==> config.mk <==
export PLATFORM = sky130hd
export DESIGN_NAME = fetch_queue
export DESIGN_NICKNAME = d
export VERILOG_FILES = /design/src/rtl/fetch_queue.sv
export SDC_FILE = /design/constraint.sdc
export NUM_CORES = 1
export LEC_CHECK = 0
export BUFFER_PORTS_ARGS = -buffer_cell sky130_fd_sc_hd__buf_4
export CAP_MARGIN = 20
export CELL_PAD_IN_SITES_DETAIL_PLACEMENT = 1
export CELL_PAD_IN_SITES_GLOBAL_PLACEMENT = 1
export CORE_MARGIN = 1.5
export CORE_UTILIZATION = 50
export CTS_BUF_LIST = sky130_fd_sc_hd__clkbuf_4 sky130_fd_sc_hd__clkbuf_8 sky130_fd_sc_hd__clkbuf_16
export CTS_CLUSTER_DIAMETER = 150
export DETAILED_ROUTE_END_ITERATION = 6
export PLACE_DENSITY = 0.95
export SLEW_MARGIN = 10
export SYNTH_ARGS = -nofsm -noshare
export SYNTH_HDL_FRONTEND = slang
export SYNTH_SLANG_ARGS = --single-unit
==> constraint.sdc <==
create_clock -name clk -period 9.16 [get_ports clk]
set_clock_uncertainty 0.2 [all_clocks]
set_input_delay 0.916 -clock clk [delete_from_list [all_inputs] [get_ports clk]]
set_output_delay 0.916 -clock clk [all_outputs]
set_load 0.05 [all_outputs]
==> src/rtl/fetch_queue.sv <==
// Instruction-fetch front end: PC generator, one outstanding imem request, DEPTH-entry prefetch FIFO.
// Latency: request accepted in N, response in N+L, head valid to decode in N+L+1; redirect restarts fetch at R+1.
// Backpressure: id_ready low fills the FIFO; issue stalls while fq_count + outstanding == DEPTH.
//
// Ports: clk/reset_n (async active-low); imem_req_* request port (valid/ready);
//        imem_rsp_* response port; redirect_* EX-stage flush pulse and target;
//        id_* decode handshake with head instr/pc/pc+4; fq_count FIFO occupancy;
//        fetch_fault misaligned-redirect trap flag.
// Build option: define FQ_MISALIGN_TRAP_EN to trap misaligned redirect targets;
//               when undefined the low two target bits are forced to zero.
module fetch_queue #(
  parameter int              XLEN     = 32,
  parameter int              DEPTH    = 4,
  parameter logic [XLEN-1:0] RESET_PC = '0
) (
  input  logic                     clk,
  input  logic                     reset_n,
  output logic                     imem_req_valid,
  output logic [XLEN-1:0]          imem_req_addr,
  input  logic                     imem_req_ready,
  input  logic                     imem_rsp_valid,
  input  logic [31:0]              imem_rsp_data,
  input  logic                     redirect_valid,
  input  logic [XLEN-1:0]          redirect_pc,
  output logic                     id_valid,
  input  logic                     id_ready,
  output logic [31:0]              id_instr,
  output logic [XLEN-1:0]          id_pc,
  output logic [XLEN-1:0]          id_pc_plus_4,
  output logic [$clog2(DEPTH):0]   fq_count,
  output logic                     fetch_fault
);

  localparam int              PW      = $clog2(DEPTH);
  localparam int              CW      = PW + 1;
  localparam logic [CW:0]     DEPTH_W = (CW+1)'(DEPTH);
  localparam logic [31:0]     NOP     = 32'h0000_0013;

  logic [XLEN-1:0] fetch_pc;
  logic [XLEN-1:0] out_addr;
  logic            out_vld;
  logic            discard;
  logic            fault;
  logic [XLEN-1:0] redir_tgt;

  logic [XLEN-1:0] pc_mem    [DEPTH];
  logic [31:0]     instr_mem [DEPTH];
  logic [PW-1:0]   rd_ptr, wr_ptr, rd_ptr_n;
  logic [CW-1:0]   count_n;

  logic            accept, rsp_take, push, pop;
  logic [CW:0]     occ;
  logic            head_from_push;
  logic [XLEN-1:0] nxt_pc;
  logic [31:0]     nxt_instr;

  // Target is always word aligned; a misaligned one is either trapped or silently truncated.
  assign redir_tgt = {redirect_pc[XLEN-1:2], 2'b00};

`ifdef FQ_MISALIGN_TRAP_EN
  // Fault latches on a misaligned redirect and is cleared only by an aligned one.
  always_ff @(posedge clk or negedge reset_n) begin
    if (!reset_n)            fault <= 1'b0;
    else if (redirect_valid) fault <= (redirect_pc[1:0] != 2'b00);
  end
`else
  logic unused_pc_lsbs;
  assign unused_pc_lsbs = ^redirect_pc[1:0];
  assign fault          = 1'b0;
`endif

  assign fetch_fault = fault;

  // A slot is reserved per in-flight request so a response can never hit a full FIFO.
  assign occ            = {1'b0, fq_count} + (CW+1)'(out_vld);
  assign imem_req_valid = reset_n && !redirect_valid && !fault &&
                          (!out_vld || imem_rsp_valid) && (occ < DEPTH_W);
  assign imem_req_addr  = fetch_pc;

  assign accept   = imem_req_valid && imem_req_ready;
  assign rsp_take = imem_rsp_valid && out_vld;
  assign push     = rsp_take && !discard && !redirect_valid;
  assign id_valid = (fq_count != '0);
  assign pop      = id_valid && id_ready && !redirect_valid;

  always_comb begin
    count_n        = redirect_valid ? '0 : fq_count + CW'(push) - CW'(pop);
    rd_ptr_n       = redirect_valid ? '0 : rd_ptr + PW'(pop);
    // If the FIFO drains to nothing but a push arrives, the pushed entry is the new head.
    head_from_push = (fq_count == CW'(pop));
    nxt_pc         = head_from_push ? out_addr      : pc_mem[rd_ptr_n];
    nxt_instr      = head_from_push ? imem_rsp_data : instr_mem[rd_ptr_n];
  end

  always_ff @(posedge clk) begin
    if (push) begin
      pc_mem[wr_ptr]    <= out_addr;
      instr_mem[wr_ptr] <= imem_rsp_data;
    end
  end

  always_ff @(posedge clk or negedge reset_n) begin
    if (!reset_n) begin
      fetch_pc     <= RESET_PC;
      out_vld      <= 1'b0;
      out_addr     <= RESET_PC;
      discard      <= 1'b0;
      rd_ptr       <= '0;
      wr_ptr       <= '0;
      fq_count     <= '0;
      id_instr     <= NOP;
      id_pc        <= '0;
      id_pc_plus_4 <= XLEN'(4);
    end else begin
      if (redirect_valid)  fetch_pc <= redir_tgt;
      else if (accept)     fetch_pc <= fetch_pc + XLEN'(4);

      if (accept) begin
        out_vld  <= 1'b1;
        out_addr <= fetch_pc;
      end else if (rsp_take) begin
        out_vld  <= 1'b0;
      end

      // One stale response is owed at most, since only one request can be in flight.
      if (rsp_take)                          discard <= 1'b0;
      else if (redirect_valid && out_vld)    discard <= 1'b1;

      wr_ptr   <= redirect_valid ? '0 : wr_ptr + PW'(push);
      rd_ptr   <= rd_ptr_n;
      fq_count <= count_n;

      // Head registers hold their last value whenever the FIFO ends up empty.
      if (count_n != '0) begin
        id_pc        <= nxt_pc;
        id_instr     <= nxt_instr;
        id_pc_plus_4 <= nxt_pc + XLEN'(4);
      end
    end
  end

endmodule

### Word-level counts from Yosys, hierarchy flattened

Memories as Yosys holds them, arrays and structs flattened.
Cells that the tools add are included.

* latch bits: 0
* logic and storage cells: 53
* register bits: 169
* RAM bits: 256
* memories kept: 2
* memory bits (read-only): 0
* output and inout bits: 134
* bits of input ports: 70

Memories
* instr_mem: depth 4, bits a word 32, rd ports 1, clocked after memory_dff 0, write ports 1, RTL line 47 `logic [31:0] instr_mem [DEPTH];`
* pc_mem: depth 4, bits a word 32, rd ports 1, clocked after memory_dff 0, write ports 1, RTL line 46 `logic [XLEN-1:0] pc_mem [DEPTH];`

* shift operators: 0
* mux-type cells: 13
* bitwise gates (word level): 0
* equality and inequality tests: 1
* add/subtract/negate cells: 7
* reductions and logical operators: 19
* $lt $le $gt $ge: 1
* divide/modulo/power cells: 0
* multiply operators: 0

Operators with widths (count)
* 2-to-1 mux 32 bit: 4
* adder 32 x 3 -> 32 bit (second input constant): 2
* logical AND 1 bit: 10
* 2-to-1 mux 1 bit: 6
* nonzero test 2 bit: 3
* nonzero test 3 bit: 2
* adder 2 x 1 -> 2 bit: 2
* adder 3 x 1 -> 4 bit: 1
* less-than comparator 4 x 3 -> 1 bit (second input constant): 1
* 2-to-1 mux 2 bit: 2
* adder 3 x 1 -> 3 bit: 1
* equality test 3 x 1 -> 1 bit: 1
* logical NOT 1 bit: 3
* 2-to-1 mux 3 bit: 1
* subtractor 3 x 1 -> 3 bit: 1
* logical OR 1 bit: 1

### Logic depth before layout (Yosys ltp)

An unclocked memory read counts as a cell.

* depth after elaboration: 8
* gate-level depth with buffers: 17
* depth with buffers taken out: 12

### Worst setup path after synthesis

Ideal clock, no wire load.

* path type: input -> register
* start point: in redirect_valid
* end point: mem instr_mem[0][0] (enable)
* cell stages on the path: 6
* arrival time: 6.249 ns
* setup time: 0.558 ns
* path buffers: 4
* slack: 2.152 ns
* data required time: 8.402 ns
* path through: buf_2 > clkbuf_1 > buf_2 > clkbuf_1 > or3_1 > nor3_1

* longest elaborated chain between the ends: 4

Ends and longest elaborated chain
* start, declared: RTL line 23 `input logic redirect_valid,`
* logical NOT 1 bit: RTL line 82 `assign push = rsp_take && !discard && !redirect_valid;`
* logical AND 1 bit: RTL line 82
* 2-to-1 mux 1 bit: RTL line 96 `if (push) begin`
* 2-to-1 mux 1 bit (not written as such): RTL line 98 `instr_mem[wr_ptr] <= imem_rsp_data;`
* end, declared: RTL line 47

No other way between the ends.

### Worst setup path in the final report

* start point: in redirect_valid
* end point: reg id_pc_plus_4[25]

* longest elaborated chain between the ends: 7
* elaborated cells between the ends (all ways): 13
* those cells by class: add/sub: 4; eq/ne: 1; mux: 3; reduce/logical: 4; memory: 1

Ends and longest elaborated chain
* logical NOT 1 bit: RTL line 82, 84
* logical AND 1 bit: RTL line 84 `assign pop = id_valid && id_ready && !redirect_valid;`
* adder 2 x 1 -> 2 bit: RTL line 88 `rd_ptr_n = redirect_valid ? '0 : rd_ptr + PW'(pop);`
* 2-to-1 mux 2 bit: RTL line 88
* memory read (4 x 32 bit)
* 2-to-1 mux 32 bit: RTL line 91 `nxt_pc = head_from_push ? out_addr : pc_mem[rd_ptr_n];`
* adder 32 x 3 -> 32 bit: RTL line 137 `id_pc_plus_4 <= nxt_pc + XLEN'(4);`
* end signal, assigned: RTL line 137
* end, declared: RTL line 29 `output logic [XLEN-1:0] id_pc_plus_4,`

Several ways; a longest one is shown, not always the timed one.
A chain may end at the register's enable or synchronous reset.

==> out/qor.yml <==
die:
  core_um2: 34500
  num_rows: 68
  die_area_um2: 36300
  die_x_um: 190
  start_util_pct: 50.8
  die_h_um: 190
  io_pins: 204
timing:
  slew_violations: 0
  finalCritPeriodShare_pct: 64.1
  setup_violations: 0
  worst_pin_slew_ps: 1240
  hold_viol: 0
  period_needed_ps: 5870
  setup_ws_ps: 3290
  rsz0062_at_grt: "no"
  fin_setup_tns_ps: 0
  max-slew-margin-rel_pct: 17.4
  fmax_mhz: 170
logic_synthesis:
  syn_inst: 1519
  syn_avg_cell_area_um2: 11.6
  synth_cell_types: 70
  synthArstFlopShare_pct: 39.4
  synth_edf_count: 248
  ys_ff_latch: 409
  ys_warn_count: 0
  syn_area_um2: 17600
  synth_ff_type: "edfxtp_1"
  ys_seq_area_share_pct: 65.4
critical_path:
  worstRegToRegCells: 12
  path_class: "in2reg"
  r2r-end: "id_pc_plus_4[25]"
  ff2ff_setup_slack_ps: 3640
  worst_setup_path_end_kind: "flip-flop"
  cp_max_fo: 78
  r2r_start: "fq_count[0]"
  required_ps: 9440
  worstPathArrival_ps: 6150
  start_kind: "input pin"
finish:
  mostFrequentLayoutCells: "341 x nand2_1, 248 x edfxtp_1, 214 x buf_4"
  drive_above_1_share_pct: 19.4
  fin_area_um2: 20800
  final_common_cell: "nand2_1"
  nets: 1758
  utilization_pct: 60.2
  area_growth_pct: 18.4
clock_network:
  path_clk_slew_ps: 70
  cts_made_buffers: 43
  cts_tree: "done"
  clock-sinks: 409
  hold_buffers: 0
  postCtsSetupRepairBufs: 0
  clk_path_buf_depth: 3
  clock_latency_ps: 560
  cts_resized: 0
  cts-root-buf: "clkbuf_16"
  cts_max_level: 2
routing:
  routedWlPerCell_um: 25.9
  drt_iter0_drc: 1525
  drt_pass1_iterations: 5
  viasPerCell: 6.36
  wirelength_um: 56300
  drtAntennaViolNets: 0
  num_vias: 13802
  post-route-drc-count: 0
global_routing:
  antenna_found_initial: 1
  grt_overflow: 0
  grt_max_degree: 89
  grt_pass1_wl_um: 86800
  grt_usage_pct: 31.3
  grt_pass1_vias: 14534
placement:
  place_ws_ps: 2550
  io_buffers: 194
  hpwl_um: 33900
  gp_congestion: 0.836
  placed_area_um2: 19300
outcome:
  outcome: "completed"
power:
  ir_worst_vdd_uv: 244
  p_per_area_nw_per_um2: 342
  total_power_uw: 7100
  leakage_uw: 0.00814
hold_path:
  hold_path.class: "in2async"
job:
  max_cap_violations: 0
-- per-layer routing --
metal | global-route usage (%) | part of all wire [%]
met5 | 0 | 0
met4 | 11.6 | 3.4
met3 | 5.10 | 8.3
met2 | 52.5 | 50
met1 | 41.1 | 39
-- metrics by stage --
stage,hold slack (ps),std cells
final,30.5,2171
after global routing,34.9,2171
after CTS,32.3,2170
after detailed placement,272,2090
after global placement,253,2090
after floorplan,285,1525
-- cell type report --
type                    count  area, um2
diodes                      1       2.50
clock buffers              58       1220
clock inverters            22        226
fillers                  3594      13800
inverters                  14       52.6
multi-input cells         997       5620
flip-flops and latches    409      11500
well taps                 455        569
repair buffers            215       1620
-- registers in the layout (all words and copies together) (netlist names), 3 cells and up --
| signal | cells |
|---|---|
| out_addr | 30 |
| id_instr | 32 |
| id_pc_plus_4 | 30 |
| instr_mem | 128 |
| id_pc | 30 |
| imem_req_addr | 30 |
| fq_count | 3 |
| pc_mem | 120 |
-- worst max-delay path, cell delays in order --
cell and delay, ps:
buf_4 380, nand2b_1 350, a21oi_1 140, ha_1 760
nand2b_2 100, buf_4 390, inv_2 170, buf_4 720
nand3_1 220, a32oi_1 1060, nor3_1 390, a31o_2 360
a31oi_1 150
-- power breakdown --
group | switching, uW | internal [uW]
Clock | 744 | 1060
Sequential | 330 | 2320
Combinational | 1920 | 733
-- logic make-up (layout without fill, tap and decap cells) --
group	after synthesis	count (layout)	synth area share, %
and+or+nand+nor	596	596	15.4
DFF	409	409	65.4
AOI/OAI and AO/OA	338	338	12.9
buffers and inverters	119	309	3.05
xor gates and xnor gates	28	28	1.48
muxes	20	20	1.21
adders and majority gates	8	8	0.613
other	1	8	0.0214
-- how the worst max path moves through the flow --
stage | cells after the start | startpoint | slack, ps | end
after global placement | 14 | redirect_valid | 2940 | id_pc_plus_4[22]
after floorplan | 6 | redirect_valid | 2150 | instr_mem[0][0]
final | 13 | redirect_valid | 3290 | id_pc_plus_4[25]
after detailed placement | 14 | redirect_valid | 2550 | id_pc_plus_4[22]
after global routing | 14 | redirect_valid | 2990 | id_pc_plus_4[22]
after CTS | 14 | redirect_valid | 3020 | id_pc_plus_4[22]
-- cells in the mapped netlist (3+ instances only) --
| cell type | count | area [um2] |
|---|---|---|
| dfrtp_1 | 157 | 3930 |
| a21o_1 | 5 | 37.5 |
| buf_1 | 12 | 45.0 |
| buf_2 | 17 | 85.1 |
| a221o_1 | 10 | 100 |
| xor2_1 | 12 | 105 |
| o31ai_1 | 3 | 22.5 |
| mux2_2 | 9 | 101 |
| buf_6 | 4 | 45.0 |
| edfxtp_1 | 248 | 7450 |
| o21a_1 | 5 | 37.5 |
| clkbuf_1 | 62 | 233 |
| o211ai_1 | 3 | 22.5 |
| nor2b_1 | 8 | 50.1 |
| nor3_1 | 22 | 110 |
| ha_1 | 7 | 87.6 |
| a21oi_1 | 66 | 330 |
| nand2_1 | 341 | 1280 |
| or3_1 | 5 | 31.3 |
| and4_1 | 10 | 87.6 |
| nand3b_1 | 7 | 52.6 |
| o311ai_0 | 8 | 70.1 |
| buf_4 | 10 | 75.1 |
| a22oi_1 | 3 | 22.5 |
| a211oi_1 | 35 | 263 |
| a31o_2 | 6 | 52.6 |
| a311oi_1 | 33 | 289 |
| mux2i_1 | 10 | 100 |
| dfstp_2 | 4 | 105 |
| nor4_1 | 10 | 62.6 |
| xnor2_1 | 14 | 123 |
| nand4_1 | 24 | 150 |
| and3_1 | 15 | 93.8 |
| o22ai_1 | 5 | 31.3 |
| nor2_1 | 65 | 244 |
| a2111oi_1 | 4 | 40.0 |
| nand3_1 | 36 | 180 |
| and2_1 | 37 | 231 |
| nand2b_1 | 9 | 56.3 |
| o21ai_0 | 101 | 505 |
| inv_1 | 14 | 52.6 |
| a31oi_1 | 23 | 144 |
| a222oi_1 | 3 | 30.0 |
Power figures use the tool's default switching activity.
